===== src/rtl/connect4_pkg.sv =====
// Connect-4 turn controller shared definitions.
// State/status encodings, board defaults and cell indexing.
package connect4_pkg;

  localparam int ROWS_DEF = 4;
  localparam int COLS_DEF = 4;

  typedef logic [2:0] state_t;
  typedef logic [1:0] status_t;

  localparam state_t S_IDLE      = 3'd0;
  localparam state_t S_DROP      = 3'd1;
  localparam state_t S_WRITE     = 3'd2;
  localparam state_t S_CHECK     = 3'd3;
  localparam state_t S_GAME_OVER = 3'd4;

  localparam status_t ST_PLAYING = 2'b00;
  localparam status_t ST_P1_WIN  = 2'b01;
  localparam status_t ST_P2_WIN  = 2'b10;
  localparam status_t ST_DRAW    = 2'b11;

  function automatic int unsigned cell_idx(
    input int unsigned row,
    input int unsigned col,
    input int unsigned ncols
  );
    return row * ncols + col;
  endfunction

endpackage


===== src/rtl/connect4_turn_controller_if.sv =====
// Connect-4 turn controller bus: front end, detector, display.
// master drives the requests, slave is the controller.
interface connect4_turn_controller_if #(
  parameter int ROWS = 4,
  parameter int COLS = 4
);
  localparam int CELLS = ROWS * COLS;
  localparam int CW    = $clog2(COLS);

  logic             btn_pulse;
  logic [CW-1:0]    column_idx;
  logic             column_valid;
  logic             new_game;
  logic             check_done;
  logic             check_win;
  logic             check_req;
  logic [CELLS-1:0] gameboard_out;
  logic [CELLS-1:0] player_cells;
  logic             current_player;
  logic [1:0]       game_status;
  logic             invalid_move;
  logic             busy;

  modport master (
    output btn_pulse, column_idx, column_valid,
    output new_game, check_done, check_win,
    input  check_req, gameboard_out, player_cells,
    input  current_player, game_status,
    input  invalid_move, busy
  );

  modport slave (
    input  btn_pulse, column_idx, column_valid,
    input  new_game, check_done, check_win,
    output check_req, gameboard_out, player_cells,
    output current_player, game_status,
    output invalid_move, busy
  );

endinterface


===== src/rtl/connect4_drop_scanner.sv =====
// Gravity drop scanner: walks a column bottom-up, one row per cycle.
// Reports the first empty row (found) or a full column (full).
module connect4_drop_scanner
  import connect4_pkg::*;
#(
  parameter int ROWS = ROWS_DEF,
  parameter int COLS = COLS_DEF
) (
  input  logic                     clk,
  input  logic                     reset,
  input  logic                     start_i,
  input  logic                     scan_i,
  input  logic [$clog2(COLS)-1:0]  col_i,
  input  logic [ROWS*COLS-1:0]     board_i,
  output logic                     found_o,
  output logic                     full_o,
  output logic [$clog2(ROWS)-1:0]  target_o,
  output logic [$clog2(COLS)-1:0]  col_o
);
  localparam int CELLS = ROWS * COLS;
  localparam int CW    = $clog2(COLS);
  localparam int RW    = $clog2(ROWS);
  localparam int IW    = $clog2(CELLS);

  logic [RW-1:0] r_q, r_d;
  logic [RW-1:0] tgt_q, tgt_d;
  logic [CW-1:0] col_q, col_d;
  logic [IW-1:0] idx;
  logic          occ;
  logic          last;

  assign idx = IW'(cell_idx(32'(r_q), 32'(col_q), COLS));
  assign occ = board_i[idx];
  assign last = (r_q == RW'(ROWS - 1));

  assign found_o  = scan_i & ~occ;
  assign full_o   = scan_i & occ & last;
  assign target_o = tgt_q;
  assign col_o    = col_q;

  // next row/column/target for the scan in progress
  always_comb begin
    r_d   = r_q;
    tgt_d = tgt_q;
    col_d = col_q;
    if (start_i) begin
      col_d = col_i;
      r_d   = '0;
    end else if (scan_i && occ && !last) begin
      r_d = r_q + 1'b1;
    end
    if (found_o) begin
      tgt_d = r_q;
    end
  end

  // scan registers
  always_ff @(posedge clk) begin
    if (reset) begin
      r_q   <= '0;
      tgt_q <= '0;
      col_q <= '0;
    end else begin
      r_q   <= r_d;
      tgt_q <= tgt_d;
      col_q <= col_d;
    end
  end

endmodule


===== src/rtl/connect4_turn_controller.sv =====
// Connect-4 move sequencer: validate, drop, write, win-check, hand over.
// Owns the occupancy/owner bitmaps; all outputs are registered.
module connect4_turn_controller
  import connect4_pkg::*;
#(
  parameter int ROWS = ROWS_DEF,
  parameter int COLS = COLS_DEF
) (
  input logic                  clk,
  input logic                  reset,
  connect4_turn_controller_if.slave bus
);
  localparam int CELLS = ROWS * COLS;
  localparam int CW    = $clog2(COLS);
  localparam int RW    = $clog2(ROWS);
  localparam int IW    = $clog2(CELLS);
  localparam int MW    = $clog2(CELLS + 1);

  state_t           state_q, state_d;
  logic [CELLS-1:0] board_q, board_d;
  logic [CELLS-1:0] cells_q, cells_d;
  logic             player_q, player_d;
  status_t          status_q, status_d;
  logic             req_q, req_d;
  logic             inv_q, inv_d;
  logic [MW-1:0]    mc_q, mc_d;

  logic          start;
  logic          scan;
  logic          found;
  logic          full;
  logic [RW-1:0] tgt_row;
  logic [CW-1:0] scan_col;
  logic [IW-1:0] tidx;

  assign start = (state_q == S_IDLE) & bus.btn_pulse & bus.column_valid;
  assign scan  = (state_q == S_DROP);
  assign tidx  = IW'(cell_idx(32'(tgt_row), 32'(scan_col), COLS));

  connect4_drop_scanner #(
    .ROWS(ROWS),
    .COLS(COLS)
  ) u_scan (
    .clk      (clk),
    .reset    (reset),
    .start_i  (start),
    .scan_i   (scan),
    .col_i    (bus.column_idx),
    .board_i  (board_q),
    .found_o  (found),
    .full_o   (full),
    .target_o (tgt_row),
    .col_o    (scan_col)
  );

  // move sequencing and board update
  always_comb begin
    state_d  = state_q;
    board_d  = board_q;
    cells_d  = cells_q;
    player_d = player_q;
    status_d = status_q;
    req_d    = req_q;
    inv_d    = 1'b0;
    mc_d     = mc_q;
    unique case (state_q)
      S_IDLE: begin
        if (bus.btn_pulse) begin
          if (bus.column_valid) begin
            state_d = S_DROP;
          end else begin
            inv_d = 1'b1;
          end
        end
      end
      S_DROP: begin
        if (found) begin
          state_d = S_WRITE;
        end else if (full) begin
          inv_d   = 1'b1;
          state_d = S_IDLE;
        end
      end
      S_WRITE: begin
        board_d[tidx] = 1'b1;
        cells_d[tidx] = player_q;
        mc_d          = mc_q + 1'b1;
        req_d         = 1'b1;
        state_d       = S_CHECK;
      end
      S_CHECK: begin
        if (bus.check_done) begin
          req_d = 1'b0;
          if (bus.check_win) begin
            status_d = {player_q, ~player_q};
            state_d  = S_GAME_OVER;
          end else if (mc_q == MW'(CELLS)) begin
            status_d = ST_DRAW;
            state_d  = S_GAME_OVER;
          end else begin
            player_d = ~player_q;
            state_d  = S_IDLE;
          end
        end
      end
      S_GAME_OVER: begin
        if (bus.new_game) begin
          board_d  = '0;
          cells_d  = '0;
          player_d = 1'b0;
          status_d = ST_PLAYING;
          mc_d     = '0;
          state_d  = S_IDLE;
        end
      end
      default: begin
        state_d = S_IDLE;
      end
    endcase
  end

  // controller state and board registers
  always_ff @(posedge clk) begin
    if (reset) begin
      state_q  <= S_IDLE;
      board_q  <= '0;
      cells_q  <= '0;
      player_q <= 1'b0;
      status_q <= ST_PLAYING;
      req_q    <= 1'b0;
      inv_q    <= 1'b0;
      mc_q     <= '0;
    end else begin
      state_q  <= state_d;
      board_q  <= board_d;
      cells_q  <= cells_d;
      player_q <= player_d;
      status_q <= status_d;
      req_q    <= req_d;
      inv_q    <= inv_d;
      mc_q     <= mc_d;
    end
  end

  assign bus.check_req      = req_q;
  assign bus.gameboard_out  = board_q;
  assign bus.player_cells   = cells_q;
  assign bus.current_player = player_q;
  assign bus.game_status    = status_q;
  assign bus.invalid_move   = inv_q;
  assign bus.busy = (state_q != S_IDLE) &&
                    (state_q != S_GAME_OVER);

endmodule


===== src/flat_wrapper.sv =====
// flat-port wrapper written by rule: the top's interface ports become plain ports
module connect4_turn_controller_flat import connect4_pkg::*;
#(
  parameter int ROWS = ROWS_DEF,
  parameter int COLS = COLS_DEF
)
  (clk, reset, bus_btn_pulse, bus_column_idx, bus_column_valid, bus_new_game, bus_check_done, bus_check_win, bus_check_req, bus_gameboard_out, bus_player_cells, bus_current_player, bus_game_status, bus_invalid_move, bus_busy);
  connect4_turn_controller_if #(.ROWS(ROWS), .COLS(COLS)) bus_i ();
  input logic clk;
  input logic reset;
  input wire logic [$bits(bus_i.btn_pulse)-1:0] bus_btn_pulse;
  input wire logic [$bits(bus_i.column_idx)-1:0] bus_column_idx;
  input wire logic [$bits(bus_i.column_valid)-1:0] bus_column_valid;
  input wire logic [$bits(bus_i.new_game)-1:0] bus_new_game;
  input wire logic [$bits(bus_i.check_done)-1:0] bus_check_done;
  input wire logic [$bits(bus_i.check_win)-1:0] bus_check_win;
  output wire logic [$bits(bus_i.check_req)-1:0] bus_check_req;
  output wire logic [$bits(bus_i.gameboard_out)-1:0] bus_gameboard_out;
  output wire logic [$bits(bus_i.player_cells)-1:0] bus_player_cells;
  output wire logic [$bits(bus_i.current_player)-1:0] bus_current_player;
  output wire logic [$bits(bus_i.game_status)-1:0] bus_game_status;
  output wire logic [$bits(bus_i.invalid_move)-1:0] bus_invalid_move;
  output wire logic [$bits(bus_i.busy)-1:0] bus_busy;
  assign bus_i.btn_pulse = bus_btn_pulse;
  assign bus_i.column_idx = bus_column_idx;
  assign bus_i.column_valid = bus_column_valid;
  assign bus_i.new_game = bus_new_game;
  assign bus_i.check_done = bus_check_done;
  assign bus_i.check_win = bus_check_win;
  assign bus_check_req = bus_i.check_req;
  assign bus_gameboard_out = bus_i.gameboard_out;
  assign bus_player_cells = bus_i.player_cells;
  assign bus_current_player = bus_i.current_player;
  assign bus_game_status = bus_i.game_status;
  assign bus_invalid_move = bus_i.invalid_move;
  assign bus_busy = bus_i.busy;
  connect4_turn_controller #(.ROWS(ROWS), .COLS(COLS)) u_core (.clk(clk), .reset(reset), .bus(bus_i));
endmodule

===== config.mk =====
export PLATFORM = sky130hd
export DESIGN_NAME = connect4_turn_controller_flat
export DESIGN_NICKNAME = d
export VERILOG_FILES = /design/src/rtl/connect4_pkg.sv /design/src/rtl/connect4_turn_controller_if.sv /design/src/rtl/connect4_drop_scanner.sv /design/src/rtl/connect4_turn_controller.sv /design/src/flat_wrapper.sv
export SDC_FILE = /design/constraint.sdc
export NUM_CORES = 1
export LEC_CHECK = 0
export CAP_MARGIN = 20
export CORE_AREA = 2 2 69 78
export DETAILED_ROUTE_END_ITERATION = 10
export DIE_AREA = 0 0 71 80
export PLACE_DENSITY = 0.83
export SLEW_MARGIN = 20
export SYNTH_ARGS = -nofsm -noshare
export SYNTH_HDL_FRONTEND = slang
export SYNTH_HIERARCHICAL = 1
export SYNTH_SLANG_ARGS = --single-unit

===== constraint.sdc =====
create_clock -name clk -period 2.4 [get_ports clk]
set_input_delay 0.24 -clock clk [delete_from_list [all_inputs] [get_ports clk]]
set_output_delay 0.24 -clock clk [all_outputs]
set_load 0.005 [all_outputs]

Word-level counts from Yosys, hierarchy flattened
Index checks and enable logic that the tools add are counted.
- bits in registers: 51
- bits in latches: 0
- bits in writable memories: 0
- memory bits (read-only): 0
- bits of input ports: 9
- output and inout bits: 38
- logic and storage cells: 93
- memories: 0
- add/subtract/negate cells: 4
- multipliers: 0
- div/mod/pow operators: 0
- $lt $le $gt $ge: 3
- equality and inequality tests: 15
- shifts and indexed selects: 0
- muxes and demuxes: 36
- bitwise logic cells: 8
- reductions and logical operators: 16
- operators with widths (cell ; count):
    16-bit one-hot mux with 2 select lines ; 2
    3-bit 2-to-1 mux ; 8
    16-bit bitwise mux ; 1
    16-bit 2-to-1 mux ; 1
    16-bit OR ; 1
    3-bit one-hot mux with 5 select lines ; 1
    2-bit inequality test (second input constant) ; 6
    1-bit 2-to-1 mux ; 11
    4-bit by 5-bit < comparator with 1-bit output (second input constant) ; 2
    5-bit one-hot mux with 2 select lines ; 1
    5-bit AND reduction ; 2
    4-bit by 2-bit adder with 4-bit output ; 2
    2-bit 2-to-1 mux ; 4
    3-bit by 2-bit equality test with 1-bit output (second input constant) ; 2
    1-bit one-hot mux with 2 select lines ; 3
    2-bit nonzero test ; 3
    5-bit by 1-bit adder with 5-bit output (second input constant) ; 1
    1-bit AND ; 5
    5-bit equality test (second input constant) ; 1
    5-bit 2-to-1 mux ; 1
    1-bit binary-select mux with 4-bit select ; 1
    1-bit demux with 4-bit select ; 1
    4-bit by 1-bit >= comparator with 1-bit output (second input constant) ; 1
    1-bit logical AND ; 4
    other kinds (15) ; 17

Longest topological paths before layout
Gate-level depths: netlist (run 1).
- depth in word-level cells: 8
- depth in mapped cells: 9
- gate-level depth less buffers: 8

Hierarchy
Netlist (run 1), hierarchy kept.
- modules (own cells, without submodules) (module ; times used ; cells each ; area each (µm²) ; sequential area each (µm²)):
    connect4_turn_controller ; 1 ; 204 ; 2014.4 ; 900.9
    connect4_drop_scanner ; 1 ; 43 ; 459.2 ; 120.1

Worst setup path after synthesis (run 1)
Ideal clock, no wire load.
- path type: reg-to-reg
- from: register u_core.u_scan.col_q[0] (netlist: u_core/u_scan/col_o[0])
- to: register u_core.state_q[0]
- setup time: 133 ps
- arrival time: 1731 ps
- required time: 2267 ps
- slack: 536 ps
- cell stages (with the launch flop): 10
- path buffers: 1
- period minus slack after synthesis: 1864 ps
- cell sequence: dfxtp_1 buf_6 mux4_2 o22ai_2 o221ai_2 inv_1 nor4b_1 nor2b_1 o21ai_1 a21oi_1
- word-level cells in the longest chain between the ends: 7
- elaborated cells on any way between the ends: 11
- those cells by class: add/sub: 1; eq/ne: 1; mux: 4; bitwise: 4; reduce/logical: 1
- ends and longest elaborated chain (what ; line ; source):
    from (decl) ; connect4_drop_scanner.sv:27 ; logic [CW-1:0] col_q, col_d;
    from (signal assigned) ; connect4_drop_scanner.sv:66 ; col_q <= col_d;
    4-bit by 2-bit adder with 4-bit output (*) ; connect4_pkg.sv:27 ; return row * ncols + col;
    1-bit binary-select mux with 4-bit select (*) ; connect4_drop_scanner.sv:33 ; assign occ = board_i[idx];
    1-bit 2-to-1 mux (not written as such) (*) ; connect4_drop_scanner.sv:33 ;
    1-bit inverter (*) ; connect4_drop_scanner.sv:36 ; assign found_o = scan_i & ~occ;
    1-bit AND (*) ; connect4_drop_scanner.sv:36 ;
    net u_core.found ; connect4_turn_controller.sv:30 ; logic found;
    3-bit by 1-bit inequality test with 1-bit output (no line) or 3-bit 2-to-1 mux (tied branches) ; n/a ;
    5-bit AND reduction (no line) or 3-bit one-hot mux with 5 select lines (tied branches) ; n/a ;
    to (signal assigned) ; connect4_turn_controller.sv:134 ; state_q <= state_d;
    to (decl) ; connect4_turn_controller.sv:19 ; state_t state_q, state_d;
Mark *: on every way through the listed nets, which the timed path passes. The rest lies on a longest branch. The select of a mux whose other input is x is not followed.
A chain may end at the register's enable or synchronous reset.

Worst setup path in the final report (run 1)
Same ends and word-level chain as after synthesis.

==> flow_summary.yaml, run 1 <==
outcome:
  status: "complete, no violations"
sta:
  min_period_ns: 2.07
  finalHoldViolations: 0
  setup_viol: 0
  tightest_slew_ns: 0.842
  rsz0062_at_grt: "false"
  final-max-slew-violation-count: 0
  max_slew_margin: 0.439
  period_share: 0.863
  hold_ws_ns: 0.461
  max_freq_ghz: 0.483
  setup_tns_ns: 0
  skew_ns: 0.00713
routing:
  drc_errors: 0
  via_count: 1980
  wire_per_inst_um: 15.2
  antenna_left: 0
  viasPerCell: 5.67
  dr.pass1.iters: 4
  finalWirelength_um: 5320
  drt-initial-drc-count: 133
cells_and_area:
  drive_above_1_share: 0.162
  fin_nets: 303
  syn_to_final_growth_pct: 23.9
  diodes: 0
  fill_cells: 396
cts:
  clock_latency_ns: 0.30
  postCtsHoldBufs: 0
  path_clk_slew_ns: 0.09
  clk_path_buf_depth: 2
  cts_max_level: 2
  cts_root_buf: "clkbuf_8"
  clkSinkCount: 51
  cts_buffers: 5
  cts_tree: "built"
synth:
  netlist_instances: 247
  synthesis.nets: 259
  synth_seq_area_share: 0.413
  async_flop_share: 0
  yosysTopAreaCellShare: 0.413
  yosysUniqueCellTypes: 53
  synth_flop_cell: "dfxtp_1"
  synth_area_mm2: 0.00247
  ys_ff_latch: 51
  yosys.area.top_type: "dfxtp_1"
  yosysWarnings: 6
  ys_top_cells_by_area: "dfxtp_1, mux2i_1, nor3_2"
  synth_area_per_cell_um2: 10.0
  synth_enable_flop_cells: 0
placed_design:
  numPortBuffers: 46
  dp_hpwl_um: 3930
  routabilityCongestion: 0.797
min_path:
  min_path_cells: 2
  hp-class: "reg2reg"
setup_path:
  critPathLaunchType: "flip-flop"
  crit_slowest_cell: "dfxtp_2"
  crit_path_cell_trace: "mux2_2, o21ai_0, o221ai_2, inv_1, nor4b_1, nor2b_1, o21ai_1, a21oi_1"
  worst-r2r-setup-slack_ns: 0.33
  max_stage_delay_ns: 0.48
  critPathMaxFanout: 11
  r2r_cells: 8
  cp.arrival_ns: 2.31
  critPathKind: "reg2reg"
  crit_path_end_kind: "flip-flop"
  worstPathRequired_ns: 2.64
floorplanning:
  die_w_um: 71
  ios: 47
  core_mm2: 0.00490
  dieHeight_um: 80
  initial_core_util: 0.505
  die_area_mm2: 0.00568
  rows: 27
pwr:
  combPwrFrac: 0.129
  p_int_w: 0.00126
  p_clk_frac: 0.343
  irDropWorstVdd_mv: 0.396
  switchingPower_w: 0.000430
  leakage_nw: 1.05
  p_per_area_mw_per_mm2: 553
  p_seq_frac: 0.528
  power.share.switching: 0.254
global_routing:
  grt_usage: 0.198
  grt_pass1_vias: 1877
  grt_max_degree: 18
  grt_antenna_before_repair: 0
  grt_pass1_wl_um: 8970
  overflow: 0
flow_run:
  cap_violations: 0
[power by group through the flow]
| stage | registers (W) | logic [W] | clock network (W) |
|---|---|---|---|
| after global placement | 0.000913 | 0.000211 | 0 |
| after CTS | 0.000893 | 0.000218 | 0.000596 |
| after floorplan | 0.000894 | 0.000177 | 0 |
| final | 0.000895 | 0.000219 | 0.000581 |
| after detailed placement | 0.000913 | 0.000215 | 0 |
| after global routing | 0.000900 | 0.000244 | 0.000629 |
[logic make-up after synthesis]
logic type	share of synthesized area
compound gates	0.147
xor+xnor	0.00354
fa+ha+maj	0.0152
buf+inv	0.0572
flops	0.413
mux	0.129
simple gates	0.235
[cells in the final DEF, fill, tap and decap left out, types with 4 or more instances in the layout]
| master | count |
|---|---|
| mux2i_1 | 23 |
| nand2b_1 | 9 |
| clkdlybuf4s50_1 | 46 |
| nor3_2 | 12 |
| nand3b_1 | 4 |
| o21a_1 | 16 |
| inv_1 | 7 |
| clkbuf_8 | 5 |
| buf_4 | 5 |
| nor3_1 | 4 |
| mux2_2 | 4 |
| a21oi_1 | 7 |
| nor2_1 | 11 |
| nand2_1 | 26 |
| dfxtp_1 | 50 |
[sequential cells by signal, indices dropped and copies added (netlist names), 2 cells and up]
| register | flops |
|---|---|
| u_core/u_scan/target_o | 2 |
| u_core/bus.game_status | 2 |
| u_core/u_scan/r_q | 2 |
| u_core/bus.player_cells | 16 |
| u_core/u_scan/col_o | 2 |
| u_core/mc_q | 5 |
| u_core/state_q | 3 |
| u_core/bus.gameboard_out | 16 |
[stage by stage]
stage / std cells / power (W) / setup WS [ns] / util / area [um^2]
2_1_floorplan: 247 / 0.00107 / 0.536 / - / 2470
3_3_place_gp: 342 / 0.00112 / 0.341 / 0.604 / 2960
3_5_place_dp: 342 / 0.00113 / 0.221 / 0.604 / 2960
4_1_cts: 349 / 0.00171 / 0.199 / 0.626 / 3060
5_1_grt: 349 / 0.00177 / 0.0778 / 0.626 / 3070
6_report: 349 / 0.00169 / 0.329 / 0.626 / 3070
[worst max-delay path: cells and delay by family (launching register included)]
family | cells | cell delay [ns]
and+or+nand+nor | 2 | 0.53
AOI/OAI and AO/OA | 4 | 0.68
muxes | 1 | 0.23
DFF | 1 | 0.48
buffers and inverters | 1 | 0.10
[layout make-up]
| cell class | instances | area [um^2] | share of cell area |
|---|---|---|---|
| Multi-Input combinational cell | 172 | 1320 | 0.429 |
| Clock buffer | 5 | 68.8 | 0.0224 |
| Clock inverter | 2 | 37.5 | 0.0122 |
| Tap cell | 58 | 72.6 | 0.0237 |
| Sequential cell | 51 | 1020 | 0.333 |
| Timing Repair Buffer | 51 | 498 | 0.162 |
| Inverter | 10 | 51.3 | 0.0167 |
[repair_timing]
action,CTS,global route
setup buffers,0,0
setup endpoints to repair,0,2
endpoints found under the hold margin,0,0
resized for setup,0,1
[metal layers]
metal,global-route usage,vias to the layer above,share of wire
met5,0,-,0
met4,0.0642,0,0.015
met3,0.0455,8,0.043
met2,0.323,43,0.48
met1,0.260,956,0.46
li1,-,973,-
[synthesized netlist by cell type, types with 3 or more instances]
library cell / n
nor3_1: 4
nand3b_1: 4
ha_1: 3
nor4_1: 3
mux2i_1: 23
nor3_2: 12
o211ai_1: 3
dfxtp_1: 51
buf_2: 6
inv_1: 7
nand2_1: 26
buf_4: 4
o31ai_1: 3
nor2_1: 11
o21ai_0: 3
o21a_1: 16
nand2b_1: 9
a21oi_1: 8
mux2_2: 4
nand3_1: 3
[path summary, 6_finish.rpt]
| path | from | endpoint |
|---|---|---|
| setup / recovery | u_core/u_scan/col_o[0] | u_core/state_q[0] |
| hold reg to reg | u_core/bus.game_status[0] | u_core/bus.game_status[0] |
| setup reg to reg | u_core/u_scan/col_o[0] | u_core/state_q[0] |
| hold / removal | u_core/bus.game_status[0] | u_core/bus.game_status[0] |
Power figures use the tool's default switching activity.
==> run 2: changes to the inputs <==
--- a/config.mk
+++ b/config.mk
@@ -5,11 +5,12 @@
 export SDC_FILE = /design/constraint.sdc
 export NUM_CORES = 1
 export LEC_CHECK = 0
+export ABC_AREA = 1
 export CAP_MARGIN = 20
-export CORE_AREA = 2 2 69 78
+export CORE_AREA = 2 2 71 80
 export DETAILED_ROUTE_END_ITERATION = 10
-export DIE_AREA = 0 0 71 80
-export PLACE_DENSITY = 0.83
+export DIE_AREA = 0 0 73 82
+export PLACE_DENSITY = 0.84
 export SLEW_MARGIN = 20
 export SYNTH_ARGS = -nofsm -noshare
 export SYNTH_HDL_FRONTEND = slang
==> run 2 against run 1 <==
Effect of this change: routed wire length grew 16%; sequential power up 15%; clock skew down 0.0021 ns; worst setup slack lost 0.0084 ns; critical endpoint unchanged; largest cell class unchanged; largest power group unchanged; highest routed layer unchanged.
==> flow_summary.yaml, run 2 <==
outcome:
  status: "complete, no violations"
setup_path:
  critPathMaxFanout: 13
  critPathKind: "reg2reg"
  critPathLaunchType: "flip-flop"
  crit_path_end_kind: "flip-flop"
  worstPathRequired_ns: 2.60
  cp.arrival_ns: 2.27
sta:
  min_period_ns: 2.08
  finalHoldViolations: 0
  period_share: 0.866
  skew_ns: 0.00502
  setup_tns_ns: 0
  setup_viol: 0
  hold_ws_ns: 0.467
  tightest_slew_ns: 0.622
  rsz0062_at_grt: "false"
  max_freq_ghz: 0.481
  final-max-slew-violation-count: 0
  max_slew_margin: 0.584
routing:
  dr.pass1.iters: 4
  antenna_left: 0
  viasPerCell: 5.09
  finalWirelength_um: 6160
  via_count: 2529
  drt-initial-drc-count: 155
  wire_per_inst_um: 12.4
  drc_errors: 0
cts:
  clkSinkCount: 51
  clk_path_buf_depth: 2
  cts_root_buf: "clkbuf_8"
  cts_buffers: 5
  postCtsHoldBufs: 0
  path_clk_slew_ns: 0.09
  cts_max_level: 2
  clock_latency_ns: 0.30
  cts_resized: 0
  cts_tree: "built"
  postCtsSetupBuffers: 0
min_path:
  hp-class: "reg2reg"
cells_and_area:
  diodes: 0
  fin_nets: 448
  layout_common_cells: "nand2_1, inv_1, nor2_1, dfxtp_1, clkdlybuf4s50_1"
  syn_to_final_growth_pct: 20.7
  fin_area_mm2: 0.00323
  layout_commonest_cell: "nand2_1"
  drive_above_1_share: 0.101
  layoutNonFillerInstCount: 497
synth:
  ys_ff_latch: 51
  synth_commonest_cells: "nand2_1, inv_1, dfxtp_1, nor2_1, a21oi_1"
  yosysTopAreaCellShare: 0.381
  synth_enable_flop_cells: 0
  yosys.area.top_type: "dfxtp_1"
  async_flop_share: 0
  synth_flop_cell: "dfxtp_1"
  synth_area_per_cell_um2: 6.85
  synth_area_mm2: 0.00268
  netlist_instances: 391
  synthesis.nets: 403
  yosysMostFrequentCell: "nand2_1"
  synth_seq_area_share: 0.381
  ys_top_cells_by_area: "dfxtp_1, nand2_1, inv_1"
  yosysUniqueCellTypes: 28
  yosysWarnings: 6
floorplanning:
  ios: 47
  rows: 28
  core_mm2: 0.00522
  initial_core_util: 0.513
  die_area_mm2: 0.00599
  dieHeight_um: 82
  die_w_um: 73
pwr:
  p_per_area_mw_per_mm2: 724
  p_clk_frac: 0.204
  leakage_nw: 1.40
  switchingPower_w: 0.000918
  power.share.switching: 0.392
  post-layout-total-power_w: 0.00234
  irDropWorstVdd_mv: 0.406
  combPwrFrac: 0.355
  p_int_w: 0.00142
  p_seq_frac: 0.441
global_routing:
  grt_pass1_wl_um: 9880
  grt_usage: 0.213
  overflow: 0
  grt_antenna_before_repair: 0
  grt_pass1_vias: 2241
  grt_max_degree: 25
placed_design:
  dp_hpwl_um: 4660
  placed_area_mm2: 0.00315
  numPortBuffers: 46
  place_inst: 489
  routabilityCongestion: 0.786
flow_run:
  cap_violations: 0
-- run 2: changes by cell type after synthesis, sizes merged, moves of 4 or more --
cell	before	now
nor3	16	3
nand3	3	39
nand4	0	7
mux2	4	0
inv	9	66
o21a	16	0
nand2	26	111
a21oi	9	34
nand2b	9	0
nand3b	4	0
nor2	12	54
nor4	7	0
mux2i	23	0
-- run 2: layout make-up --
type	instances	area, um^2
clock buffer	6	72.6
fill	458	1990
multi-input combinational	261	1290
clock inverter	2	12.5
tap	60	75.1
timing repair buffer	49	483
inverter	68	277
sequential	51	1020
-- run 2: critical path: stages, from the launching register on --
cell,delay (ns)
dfxtp_1,0.67
inv_8,0.08
nand2_1,0.08
nand3_1,0.08
nand3_2,0.09
nand3_2,0.10
nand2_4,0.12
nand2_1,0.07
nor2_1,0.12
inv_1,0.05
nand4_1,0.09
nand4_1,0.17
nor2_1,0.17
nor2_1,0.07
-- run 2: final timing paths --
check / endpoint / depth (start not counted) / startpoint / slack, ns
worst max-delay path: u_core/state_q[0] / 13 / u_core/u_scan/col_o[0] / 0.32
worst min-delay path: u_core/bus.gameboard_out[7] / 2 / u_core/bus.gameboard_out[7] / 0.47
worst max register to register: u_core/state_q[0] / 13 / u_core/u_scan/col_o[0] / 0.32
worst min register to register: u_core/bus.gameboard_out[7] / 2 / u_core/bus.gameboard_out[7] / 0.47
-- run 2: layer usage --
layer	vias to the layer above	GRT usage	wire (um)
li1	1302	-	-
met1	1156	0.268	2770
met2	69	0.359	3030
met3	2	0.0466	313
met4	0	0.0722	41
met5	-	0	0
-- run 2: logic make-up (layout without fill, tap and decap cells) --
| logic type | count (synthesis) | count (layout) | share of synthesized area |
|---|---|---|---|
| buffers and inverters | 79 | 125 | 0.136 |
| AOI/OAI and AO/OA | 42 | 42 | 0.0822 |
| adders and majority gates | 3 | 3 | 0.0140 |
| and+or+nand+nor | 216 | 216 | 0.387 |
| DFF | 51 | 51 | 0.381 |
-- run 2: per-stage QoR --
step | util | worst slack [ns]
after CTS | 0.620 | 0.317
after detailed placement | 0.603 | 0.356
after global placement | 0.603 | 0.497
final | 0.620 | 0.321
after floorplan | - | 0.840
after global routing | 0.620 | 0.0121
-- run 2: power by group through the flow --
stage               Clock [W]  Combinational [W]  Sequential [W]
floorplan                   0           0.000684        0.000998
global placement            0           0.000788         0.00105
detailed placement          0           0.000819         0.00105
CTS                  0.000495           0.000824         0.00103
global route         0.000525           0.000932         0.00105
finish               0.000477           0.000832         0.00103
==> run 3: changes to the inputs <==
--- a/config.mk
+++ b/config.mk
@@ -7,10 +7,10 @@
 export LEC_CHECK = 0
 export ABC_AREA = 1
 export CAP_MARGIN = 20
-export CORE_AREA = 2 2 71 80
+export CORE_AREA = 2 2 87 97
 export DETAILED_ROUTE_END_ITERATION = 10
-export DIE_AREA = 0 0 73 82
-export PLACE_DENSITY = 0.84
+export DIE_AREA = 0 0 89 99
+export PLACE_DENSITY = 0.61
 export SLEW_MARGIN = 20
 export SYNTH_ARGS = -nofsm -noshare
 export SYNTH_HDL_FRONTEND = slang
==> run 3 against run 2 <==
Effect of this change: worst hold slack improved by 0.0080 ns; first-iteration DRC count decreased by 20%; non-clock buffer count unchanged; register-to-register slack improved by 0.07 ns; largest power group unchanged; power increased by 1.5%; sequential share of layout area decreased by 0.70 points; flip-flop and latch count unchanged; clock power increased by 10%; maximum frequency increased by 3.7%.
==> flow_summary.yaml, run 3 (synthesis gave the netlist of run 2 again) <==
outcome:
  status: "complete, no violations"
sta:
  max_freq_ghz: 0.499
  setup_tns_ns: 0
  max_slew_margin: 0.542
  tightest_slew_ns: 0.686
  setup_viol: 0
  period_share: 0.835
  finalHoldViolations: 0
  skew_ns: 0.00872
  min_period_ns: 2.01
  final-max-slew-violation-count: 0
  hold_ws_ns: 0.475
  rsz0062_at_grt: "false"
routing:
  viasPerCell: 4.49
  dr.pass1.iters: 4
  drc_errors: 0
  drt-initial-drc-count: 124
  antenna_left: 0
  wire_per_inst_um: 11.6
  via_count: 2449
  finalWirelength_um: 6320
setup_path:
  critPathLaunchType: "flip-flop"
  cp.arrival_ns: 2.21
  r2r_start: "u_core/u_scan/col_o[0]"
  r2r_cells: 13
  crit_path_end_kind: "flip-flop"
  worstPathRequired_ns: 2.60
  r2r_end: "u_core/state_q[2]"
  critPathKind: "reg2reg"
  worst-r2r-setup-slack_ns: 0.39
  critPathMaxFanout: 13
floorplanning:
  initial_core_util: 0.342
  core_mm2: 0.00783
  die_area_mm2: 0.00881
  rows: 34
  dieHeight_um: 99
  die_w_um: 89
  ios: 47
placed_design:
  dp_hpwl_um: 4820
  numPortBuffers: 46
  placed_area_mm2: 0.00321
  routabilityCongestion: 0.801
cts:
  clk_path_buf_depth: 2
  clock_latency_ns: 0.31
  postCtsSetupBuffers: 0
  cts_resized: 0
  clkSinkCount: 51
  cts_max_level: 2
  cts_tree: "built"
  path_clk_slew_ns: 0.10
  cts_buffers: 5
  cts_root_buf: "clkbuf_8"
  postCtsHoldBufs: 0
min_path:
  min_path_cells: 2
  hp-class: "reg2reg"
  hold_end: "u_core/bus.gameboard_out[7]"
  min_from: "u_core/bus.gameboard_out[7]"
cells_and_area:
  diodes: 0
  fin_area_mm2: 0.00331
  layout_commonest_cell: "nand2_1"
  syn_to_final_growth_pct: 23.4
  fin_nets: 448
  layout_common_cells: "nand2_1, inv_1, nor2_1, dfxtp_1, clkdlybuf4s50_1"
  drive_above_1_share: 0.103
  final_core_util: 0.423
pwr:
  post-layout-total-power_w: 0.00238
  p_per_area_mw_per_mm2: 718
  leakage_nw: 1.41
  irDropWorstVdd_mv: 0.222
global_routing:
  overflow: 0
  grt_usage: 0.152
  grt_max_degree: 25
  grt_pass1_wl_um: 10600
  grt_pass1_vias: 2323
  grt_antenna_before_repair: 0
flow_run:
  cap_violations: 0
[run 3: cell counts in the layout (fill, tap and decap cells not counted)]
Identical to the previous run, type by type.
[run 3: per-stage QoR]
step                      worst slack [ns]  std cells
after global placement               0.415        537
after floorplan                      0.840        391
after global routing                0.0939        545
after detailed placement             0.421        537
after CTS                            0.383        545
final                                0.395        545
[run 3: area by class of cell]
class / instances / area (um^2)
flip-flops and latches: 51 / 1020
well taps: 108 / 135
clock inverters: 2 / 16.3
inverters: 68 / 277
repair buffers: 49 / 483
multi-input cells: 261 / 1290
fillers: 849 / 4520
clock buffers: 6 / 82.6
[run 3: how the worst max path moves through the flow]
| stage | from | to | slack (ns) | cells after the start |
|---|---|---|---|---|
| final | u_core/u_scan/col_o[0] | u_core/state_q[2] | 0.39 | 13 |
| after global routing | u_core/u_scan/col_o[0] | u_core/state_q[2] | 0.09 | 14 |
| after CTS | u_core/u_scan/col_o[0] | u_core/state_q[2] | 0.38 | 14 |
| after detailed placement | u_core/u_scan/col_o[0] | u_core/state_q[0] | 0.42 | 13 |
| after global placement | u_core/u_scan/col_o[0] | u_core/state_q[0] | 0.42 | 13 |
| after floorplan | u_core/u_scan/col_o[0] | u_core/state_q[0] | 0.84 | 14 |
[run 3: per-layer routing]
metal,vias to the layer above,part of all wire,global-route usage
li1,1298,-,-
met1,1112,0.49,0.202
met2,34,0.47,0.251
met3,5,0.027,0.0218
met4,0,0.011,0.0517
met5,-,0,0
[run 3: worst max-delay path: stages, from the launching register on]
cell and delay, ns:
dfxtp_1 0.68, inv_8 0.09, nand2_1 0.08, nand3_1 0.08, nand3_2 0.08, nand3_2 0.11, nand2_4 0.12, nand2_1 0.05
nor2_1 0.13, inv_1 0.06, nand4_1 0.08, nand4_1 0.15, nor2_1 0.13, nor2_1 0.05
[run 3: report_power, final]
group          switching (W)  leakage, nW  internal [W]
Combinational       0.000512        0.952      0.000303
Clock               0.000290       0.0474      0.000236
Sequential          0.000119        0.412      0.000917
